`src/rtl/lzc_normalize_pipe.sv`:
```
// lzc_normalize_pipe: two-stage pipelined leading-zero counter and left normalizer with valid/ready handshake
// Ports: clk, rst_n (async active-low); in_valid/in_ready/in_data (operand, MSB = bit WIDTH-1);
//        out_valid/out_ready; out_count (0..WIDTH leading zeros); out_zero (operand was all zero);
//        out_norm (in_data << out_count), present only when LZN_NORM_EN is defined.
`timescale 1ns/1ps
module lzc_normalize_pipe #(
  parameter int WIDTH = 64,
  parameter int CNT_W = $clog2(WIDTH + 1)
) (
  input  logic             clk,
  input  logic             rst_n,
  input  logic             in_valid,
  output logic             in_ready,
  input  logic [WIDTH-1:0] in_data,
  output logic             out_valid,
  input  logic             out_ready,
  output logic [CNT_W-1:0] out_count,
  output logic             out_zero
`ifdef LZN_NORM_EN
  ,
  output logic [WIDTH-1:0] out_norm
`endif
);
  localparam int LG = $clog2(WIDTH);
  localparam int P  = 1 << LG;
  // Halving reduction: each level merges (all-zero, count) pairs of adjacent nodes, upper half first.
  function automatic logic [LG-1:0] tree_lzc(input logic [P-1:0] v);
    logic [P-1:0]  z;
    logic [LG-1:0] c [P];
    z = ~v;
    for (int i = 0; i < P; i++) c[i] = '0;
    for (int k = 0; k < LG; k++)
      for (int i = 0; i < (P >> (k + 1)); i++) begin
        c[i] = z[2*i+1] ? (c[2*i] | LG'(1 << k)) : c[2*i+1];
        z[i] = z[2*i+1] & z[2*i];
      end
    return c[0];
  endfunction
  logic             rdy_q, adv1, adv2, in_fire, zero_d;
  logic             s1_valid_q, s1_valid_d, s2_valid_q, s2_valid_d;
  logic             s1_zero_q, s2_zero_q;
  logic [CNT_W-1:0] s1_cnt_q, s2_cnt_q, cnt_d;
  logic [P-1:0]     pad;
  // Ones padded below the LSB sit after any real 1, so they never shorten the count.
  assign pad        = ~(P'(~in_data) << (P - WIDTH));
  assign zero_d     = ~|in_data;
  assign cnt_d      = zero_d ? CNT_W'(WIDTH) : CNT_W'(tree_lzc(pad));
  assign adv2       = !s2_valid_q || out_ready;
  assign adv1       = !s1_valid_q || adv2;
  // rdy_q keeps in_ready low through reset and rises on the first edge after release.
  assign in_ready   = rdy_q && adv1;
  assign in_fire    = in_valid && in_ready;
  assign s1_valid_d = adv1 ? in_fire : s1_valid_q;
  assign s2_valid_d = adv2 ? s1_valid_q : s2_valid_q;
  always_ff @(posedge clk or negedge rst_n) begin
    if (!rst_n) begin
      rdy_q      <= 1'b0;
      s1_valid_q <= 1'b0;
      s2_valid_q <= 1'b0;
    end else begin
      rdy_q      <= 1'b1;
      s1_valid_q <= s1_valid_d;
      s2_valid_q <= s2_valid_d;
    end
  end
  always_ff @(posedge clk) begin
    if (in_fire) begin
      s1_cnt_q  <= cnt_d;
      s1_zero_q <= zero_d;
    end
    if (adv2 && s1_valid_q) begin
      s2_cnt_q  <= s1_cnt_q;
      s2_zero_q <= s1_zero_q;
    end
  end
  assign out_valid = s2_valid_q;
  assign out_count = s2_valid_q ? s2_cnt_q : '0;
  assign out_zero  = s2_valid_q && s2_zero_q;
`ifdef LZN_NORM_EN
  logic [WIDTH-1:0] s1_data_q, s2_norm_q;
  always_ff @(posedge clk) begin
    if (in_fire) s1_data_q <= in_data;
    if (adv2 && s1_valid_q) s2_norm_q <= s1_data_q << s1_cnt_q;
  end
  assign out_norm = s2_valid_q ? s2_norm_q : '0;
`endif
endmodule

```
`config.mk`:
```
export PLATFORM = sky130hd
export DESIGN_NAME = lzc_normalize_pipe
export DESIGN_NICKNAME = d
export VERILOG_FILES = /design/src/rtl/lzc_normalize_pipe.sv
export SDC_FILE = /design/constraint.sdc
export NUM_CORES = 1
export LEC_CHECK = 0
export BUFFER_PORTS_ARGS = -buffer_cell sky130_fd_sc_hd__buf_2
export CAP_MARGIN = 30
export CELL_PAD_IN_SITES_DETAIL_PLACEMENT = 1
export CELL_PAD_IN_SITES_GLOBAL_PLACEMENT = 2
export CORE_MARGIN = 2
export CORE_UTILIZATION = 21
export CTS_CLUSTER_DIAMETER = 200
export DETAILED_ROUTE_END_ITERATION = 10
export GPL_TIMING_DRIVEN = 0
export PLACE_DENSITY_LB_ADDON = 0.1
export SETUP_SLACK_MARGIN = 0.02
export SYNTH_ARGS = -nofsm -noshare
export SYNTH_HDL_FRONTEND = slang
export SYNTH_SLANG_ARGS = --single-unit
```
`constraint.sdc`:
```
create_clock -name clk -period 1.3 [get_ports clk]
set_clock_uncertainty 0.05 [all_clocks]
set_input_delay 0.26 -clock clk [delete_from_list [all_inputs] [get_ports clk]]
set_output_delay 0.26 -clock clk [all_outputs]
set_load 0.01 [all_outputs]
```
==> results of run 1 <==
## power groups by stage
stage,Sequential [mW],Combinational [mW],Clock (mW)
CTS,0.641,0.397,0.388
global route,0.646,0.513,0.418
finish,0.643,0.462,0.375
global placement,0.652,0.353,0
detailed placement,0.654,0.352,0
floorplan,0.650,0.151,0
## what timing repair did
item / in CTS / in global routing
resized for setup: 21 / 27
hold buffers: 1 / 0
cloned: 0 / 0
pin swaps: 6 / 6
endpoints found under the setup margin: 22 / 31
setup buffers: 5 / 4
hold endpoints to repair: 3 / 0
## routing by layer
metal	wire length [um]	track usage [%]	vias to the layer above
met4	0	1.30	0
met1	1730	14.5	677
li1	-	-	760
met2	2090	21.6	36
met5	0	0	-
met3	155	1.17	0
## kinds of logic after synthesis
| kind of cell | count (synthesis) | synth area share (%) |
|---|---|---|
| AO/OA/AOI/OAI | 44 | 23.2 |
| flip-flops | 17 | 36.0 |
| AND/OR/NAND/NOR | 79 | 36.7 |
| other | 1 | 0.273 |
| buffers and inverters | 13 | 3.82 |
## stage by stage
step	area (sq um)	worst slack [ns]	std cells	utilization (%)
floorplan	1400	-0.552	154	-
global route	2240	-0.494	322	35.3
CTS	2090	-0.500	318	32.9
detailed placement	1890	-0.842	308	29.7
finish	2240	-0.434	322	35.3
global placement	1890	-0.845	308	29.7
## area by class of cell
| class | count | area (sq um) |
|---|---|---|
| plain buffers | 1 | 11.3 |
| clock buffers | 4 | 45.0 |
| fillers | 740 | 4110 |
| inverters | 12 | 45.0 |
| multi-input cells | 124 | 995 |
| flip-flops and latches | 17 | 497 |
| well taps | 77 | 96.3 |
| repair buffers | 87 | 553 |
## flip-flops by register name, summed over array words and instances, names as in the netlist
signal,count
s1_valid_q,1
s1_cnt_q,7
out_valid,1
s2_cnt_q,7
rdy_q,1
## cells in the final DEF (no fill, tap or decap), types with 4 or more instances in the layout
cell,count
nand2_1,7
nor3_1,7
nor2_1,18
edfxtp_1,14
and2_4,7
buf_4,5
nor2b_4,4
nor4_1,6
a21oi_1,13
nor4_2,6
inv_1,11
buf_6,17
o31ai_1,4
buf_2,65
o21ai_0,4
## final timing paths
kind,start,end,slack [ns]
max in group asynchronous,rst_n,out_valid,0.79
min in group clk,in_valid,s1_valid_q,0.36
setup / recovery,in_data[40],s1_cnt_q[0],-0.43
hold reg to reg,s1_cnt_q[6],s2_cnt_q[6],0.37
hold / removal,rst_n,rdy_q,0.29
setup reg to reg,out_valid,s1_cnt_q[0],0
## worst register-to-register path: stages, from the launching register on
cell      delay [ns]
dfrtp_2         0.44
nor2b_4         0.15
a21boi_2        0.14
and2_4          0.22
==> impl_metrics.py, run 1 <==
metrics = {
    "global_routing": {
        "grt_overflow": 0,
        "grt_usage_pct": 11.5,
        "grt_antenna_before_repair": 0,
        "grt_max_degree": 10,
        "first_global_vias": 1590,
        "grt_pass1_wl_um": 7030,
    },
    "setup_path": {
        "cp_top_family": "simple AND/OR/NAND/NOR gates",
        "crit_arrival_ns": 1.66,
        "worstSetupPathType": "input port to flop",
        "cp-end-kind": "flop",
        "slowest_stage": "or4_4",
        "worstPathRequired_ns": 1.23,
        "startpoint_type": "input port",
        "crit_chain": "buf_6, or4_4, nor2b_4, and3_4, a2111oi_4, o32ai_2, o211ai_2",
        "critPathBufInv": 1,
        "slowest_delay_ns": 0.54,
        "cp_max_fo": 2,
        "path_depth": 7,
        "ff2ff_path_depth": 3,
    },
    "sta": {
        "tightest_slew_ns": 0.586,
        "drv_slew": 0,
        "hold_viol": 0,
        "maxSlewHeadroom_pct": 60.6,
        "hold_slack_ns": 0.287,
        "fmax_mhz": 577,
        "final.setup.worst_slack_ns": -0.434,
        "fin_tns_setup_ns": -2.81,
        "setup_viol": 14,
        "rsz0062_at_grt": "yes",
        "period_minus_slack_ns": 1.73,
        "period_share_pct": 133,
    },
    "clock_network": {
        "clock_latency_ns": 0.24,
        "cts_tree": "yes",
        "cts_htree_levels": 1,
        "cts.reportedPaths.clkPinSlew_ns": 0.06,
        "cts_buffers": 3,
        "cts_buffer_depth": 2,
        "clock_sinks": 17,
        "root_buffer": "clkbuf_8",
    },
    "power_and_ir_drop": {
        "p_sw_mw": 0.383,
        "sequentialPowerShare_pct": 43.4,
        "p_int_mw": 1.10,
        "p_total_mw": 1.48,
        "p_comb_share_pct": 31.2,
        "power_density_nw_per_um2": 660,
        "power_switching_share_pct": 25.9,
        "peakVddDrop_v": 0.000492,
        "leakage_nw": 0.936,
        "pwr-share-clk_pct": 25.3,
    },
    "synth": {
        "yosysMostFrequentCell": "nor2_1",
        "ys_ff_latch": 17,
        "synth_edf_count": 14,
        "avgSynthCellArea_sq_um": 8.93,
        "ys_seq_area_share_pct": 36.0,
        "ys_warn_count": 0,
        "syn-cell-area_sq_um": 1380,
        "synth_flop_cell": "edfxtp_1",
        "yosysUniqueCellTypes": 40,
        "post_synth_most_frequent_cells": "20 x nor2_1, 14 x edfxtp_1, 13 x a21oi_1, 12 x inv_1, 10 x nor4_1",
        "synth_cells": 154,
        "ys_top_cells_by_area": "edfxtp_1 31%, dfrtp_1 5.5%, nor2_1 5.5%, a21oi_1 4.7%, nor4_1 4.5%",
        "yosysTopAreaCellShare_pct": 30.6,
        "async_flop_share_pct": 17.6,
        "synth_nets": 222,
        "synth_area_leader_cell": "edfxtp_1",
    },
    "layout": {
        "drive_gt1_share_pct": 54.3,
        "antenna-diode-count": 0,
        "area_growth_syn_to_layout_pct": 63.1,
        "final_nets": 314,
    },
    "flow_run": {
        "cap_violations": 0,
    },
    "route": {
        "postRouteAntennaNets": 0,
        "dr_total_vias": 1473,
        "via_per_inst": 4.57,
        "wl_per_cell_um": 12.3,
        "drtIter0Drc": 41,
        "drt-pass1-iter-count": 2,
        "drc": 0,
        "wl_um": 3970,
    },
    "die": {
        "fp.dieW_um": 84.9,
        "start_util_pct": 21.7,
        "rows": 29,
        "core_sq_um": 6350,
        "fp.dieH_um": 84.9,
        "ios": 78,
        "dieArea_sq_um": 7210,
    },
    "run_status": {
        "status": "complete, but fails checks",
        "failed_checks": "setup timing",
    },
    "placement": {
        "place_hpwl_um": 3360,
        "portBuffers": 77,
        "gp_congestion": 0.679,
    },
    "hold_path": {
        "hold_path_class": "input port to asynchronous set/reset pin",
    },
}
No activity file was read; power rests on OpenSTA's default activity.
==> inputs of run 2 (changes only) <==
==> constraint.sdc (replaced) <==
create_clock -name clk -period 1.3 [get_ports clk]
set_clock_uncertainty 0.05 [all_clocks]
set_input_delay 0.065 -clock clk [delete_from_list [all_inputs] [get_ports clk]]
set_output_delay 0.065 -clock clk [all_outputs]
set_load 0.01 [all_outputs]
==> run 2 against run 1 <==
Against the previous run:
- the run still ends with setup timing left
- clock-buffer cell count unchanged
- largest cell class unchanged
- sequential power barely moved
- first-iteration DRC count up 15%
- worst hold slack lost 0.20 ns
- largest power group unchanged
- via count shrank 0.68%
- global-route usage hardly changed
- fmax up 13%
- die area is the same
- final cell count decreased by 0.31%
==> impl_metrics.py, run 2 (synthesis results as in run 1) <==
metrics = {
    "layout": {
        "final_common_cell": "buf_2",
        "n_fill_cell": 754,
        "drive_gt1_share_pct": 51.6,
        "final_cell_mix": "73 x buf_2, 18 x nor2_1, 14 x edfxtp_1, 13 x a21oi_1, 11 x inv_1",
        "antenna-diode-count": 0,
        "utilization_pct": 34.0,
        "area_growth_syn_to_layout_pct": 56.8,
        "finalInstanceArea_sq_um": 2160,
        "final_nets": 313,
        "fin_cells": 321,
        "reg_top3": "s1_cnt_q x7, s2_cnt_q x7",
    },
    "setup_path": {
        "slowest_delay_ns": 0.54,
        "r2r_setup_slack_ns": 0.03,
        "cp-end-kind": "flop",
        "crit_arrival_ns": 1.47,
        "cp_top_family": "simple AND/OR/NAND/NOR gates",
        "critPathBufInv": 1,
        "worstSetupPathType": "input port to flop",
        "crit_chain": "buf_6, or4_4, nor2b_4, and3_4, a2111oi_4, o32ai_2, o211ai_2",
        "startpoint_type": "input port",
        "r2r-start": "out_valid",
        "worstPathRequired_ns": 1.23,
        "cp_max_fo": 2,
        "path_depth": 7,
        "ff2ff_path_depth": 3,
        "setup.worst_path.start": "in_data[40]",
        "slowest_stage": "or4_4",
    },
    "sta": {
        "setup_viol": 6,
        "period_share_pct": 118,
        "maxSlewHeadroom_pct": 60.6,
        "final.setup.worst_slack_ns": -0.239,
        "rsz0062_at_grt": "yes",
        "hold_slack_ns": 0.0915,
        "tightest_slew_ns": 0.586,
        "fmax_mhz": 650,
        "hold_viol": 0,
        "drv_slew": 0,
        "period_minus_slack_ns": 1.54,
    },
    "global_routing": {
        "first_global_vias": 1587,
        "grt_overflow": 0,
        "grt_max_degree": 10,
        "grt_antenna_before_repair": 0,
        "grt_pass1_wl_um": 7020,
        "grt_usage_pct": 11.4,
    },
    "clock_network": {
        "cts_buffers": 3,
        "cts_htree_levels": 1,
        "clock_latency_ns": 0.24,
        "cts_buffer_depth": 2,
        "root_buffer": "clkbuf_8",
        "cts_tree": "yes",
        "clock_sinks": 17,
        "cts.reportedPaths.clkPinSlew_ns": 0.06,
    },
    "placement": {
        "place_hpwl_um": 3360,
        "placed_area_sq_um": 1890,
        "dp.cells": 308,
        "portBuffers": 77,
        "gp_congestion": 0.679,
    },
    "die": {
        "fp.dieW_um": 84.9,
        "core_sq_um": 6350,
        "ios": 78,
        "dieArea_sq_um": 7210,
        "start_util_pct": 21.7,
        "rows": 29,
        "fp.dieH_um": 84.9,
    },
    "flow_run": {
        "cap_violations": 0,
    },
    "route": {
        "postRouteAntennaNets": 0,
        "wl_per_cell_um": 12.4,
        "drtIter0Drc": 47,
        "dr_total_vias": 1463,
        "via_per_inst": 4.56,
        "drc": 0,
        "drt-pass1-iter-count": 2,
        "wl_um": 3970,
    },
    "power_and_ir_drop": {
        "power_density_nw_per_um2": 655,
        "peakVddDrop_v": 0.000433,
        "leakage_nw": 0.905,
    },
    "run_status": {
        "failed_checks": "setup timing",
        "status": "complete, but fails checks",
    },
    "hold_path": {
        "hold_path_class": "input port to asynchronous set/reset pin",
    },
}
run 2: metal layers:
layer / track usage [%] / part of all wire [%] / wire length (um)
met1: 14.6 / 44 / 1730
met5: 0 / 0 / 0
met4: 1.30 / 0 / 0
met2: 21.5 / 52 / 2070
met3: 1.17 / 4.3 / 169
run 2: where the power goes:
| part | leakage (nW) | switching (mW) | internal (mW) |
|---|---|---|---|
| Combinational | 0.717 | 0.199 | 0.199 |
| Clock | 0.0228 | 0.158 | 0.217 |
| Sequential | 0.166 | 0.0137 | 0.626 |
run 2: stage by stage:
step,setup TNS [ns],power [mW],setup WS [ns]
after floorplan,-1.35,0.800,-0.357
after global placement,-3.45,1.00,-0.650
after detailed placement,-3.47,1.01,-0.647
after CTS,-1.07,1.41,-0.305
after global routing,-1.59,1.51,-0.299
final,-0.984,1.41,-0.239
run 2: repair_timing:
item                                   in CTS  in global routing
setup endpoints to repair                  18                 25
gates cloned                                0                  0
endpoints found under the hold margin       3                  0
buffers inserted                            5                  3
pin swaps                                   6                  5
hold buffers                                1                  0
gates resized for setup                    16                 14
run 2: final cells by class:
cell class	count	area (sq um)	area share [%]
inverter	12	45.0	2.09
tap	77	96.3	4.47
multi-input combinational	124	980	45.4
timing repair buffer	86	485	22.5
clock buffer	4	45.0	2.09
buffer	1	7.51	0.348
sequential	17	497	23.0
run 2: worst paths after layout:
kind / end
worst max register to register: s1_cnt_q[0]
worst min-delay path: rdy_q
max in group asynchronous: out_valid
worst max-delay path: s1_cnt_q[0]
worst min register to register: s2_cnt_q[6]
min in group clk: s1_valid_q
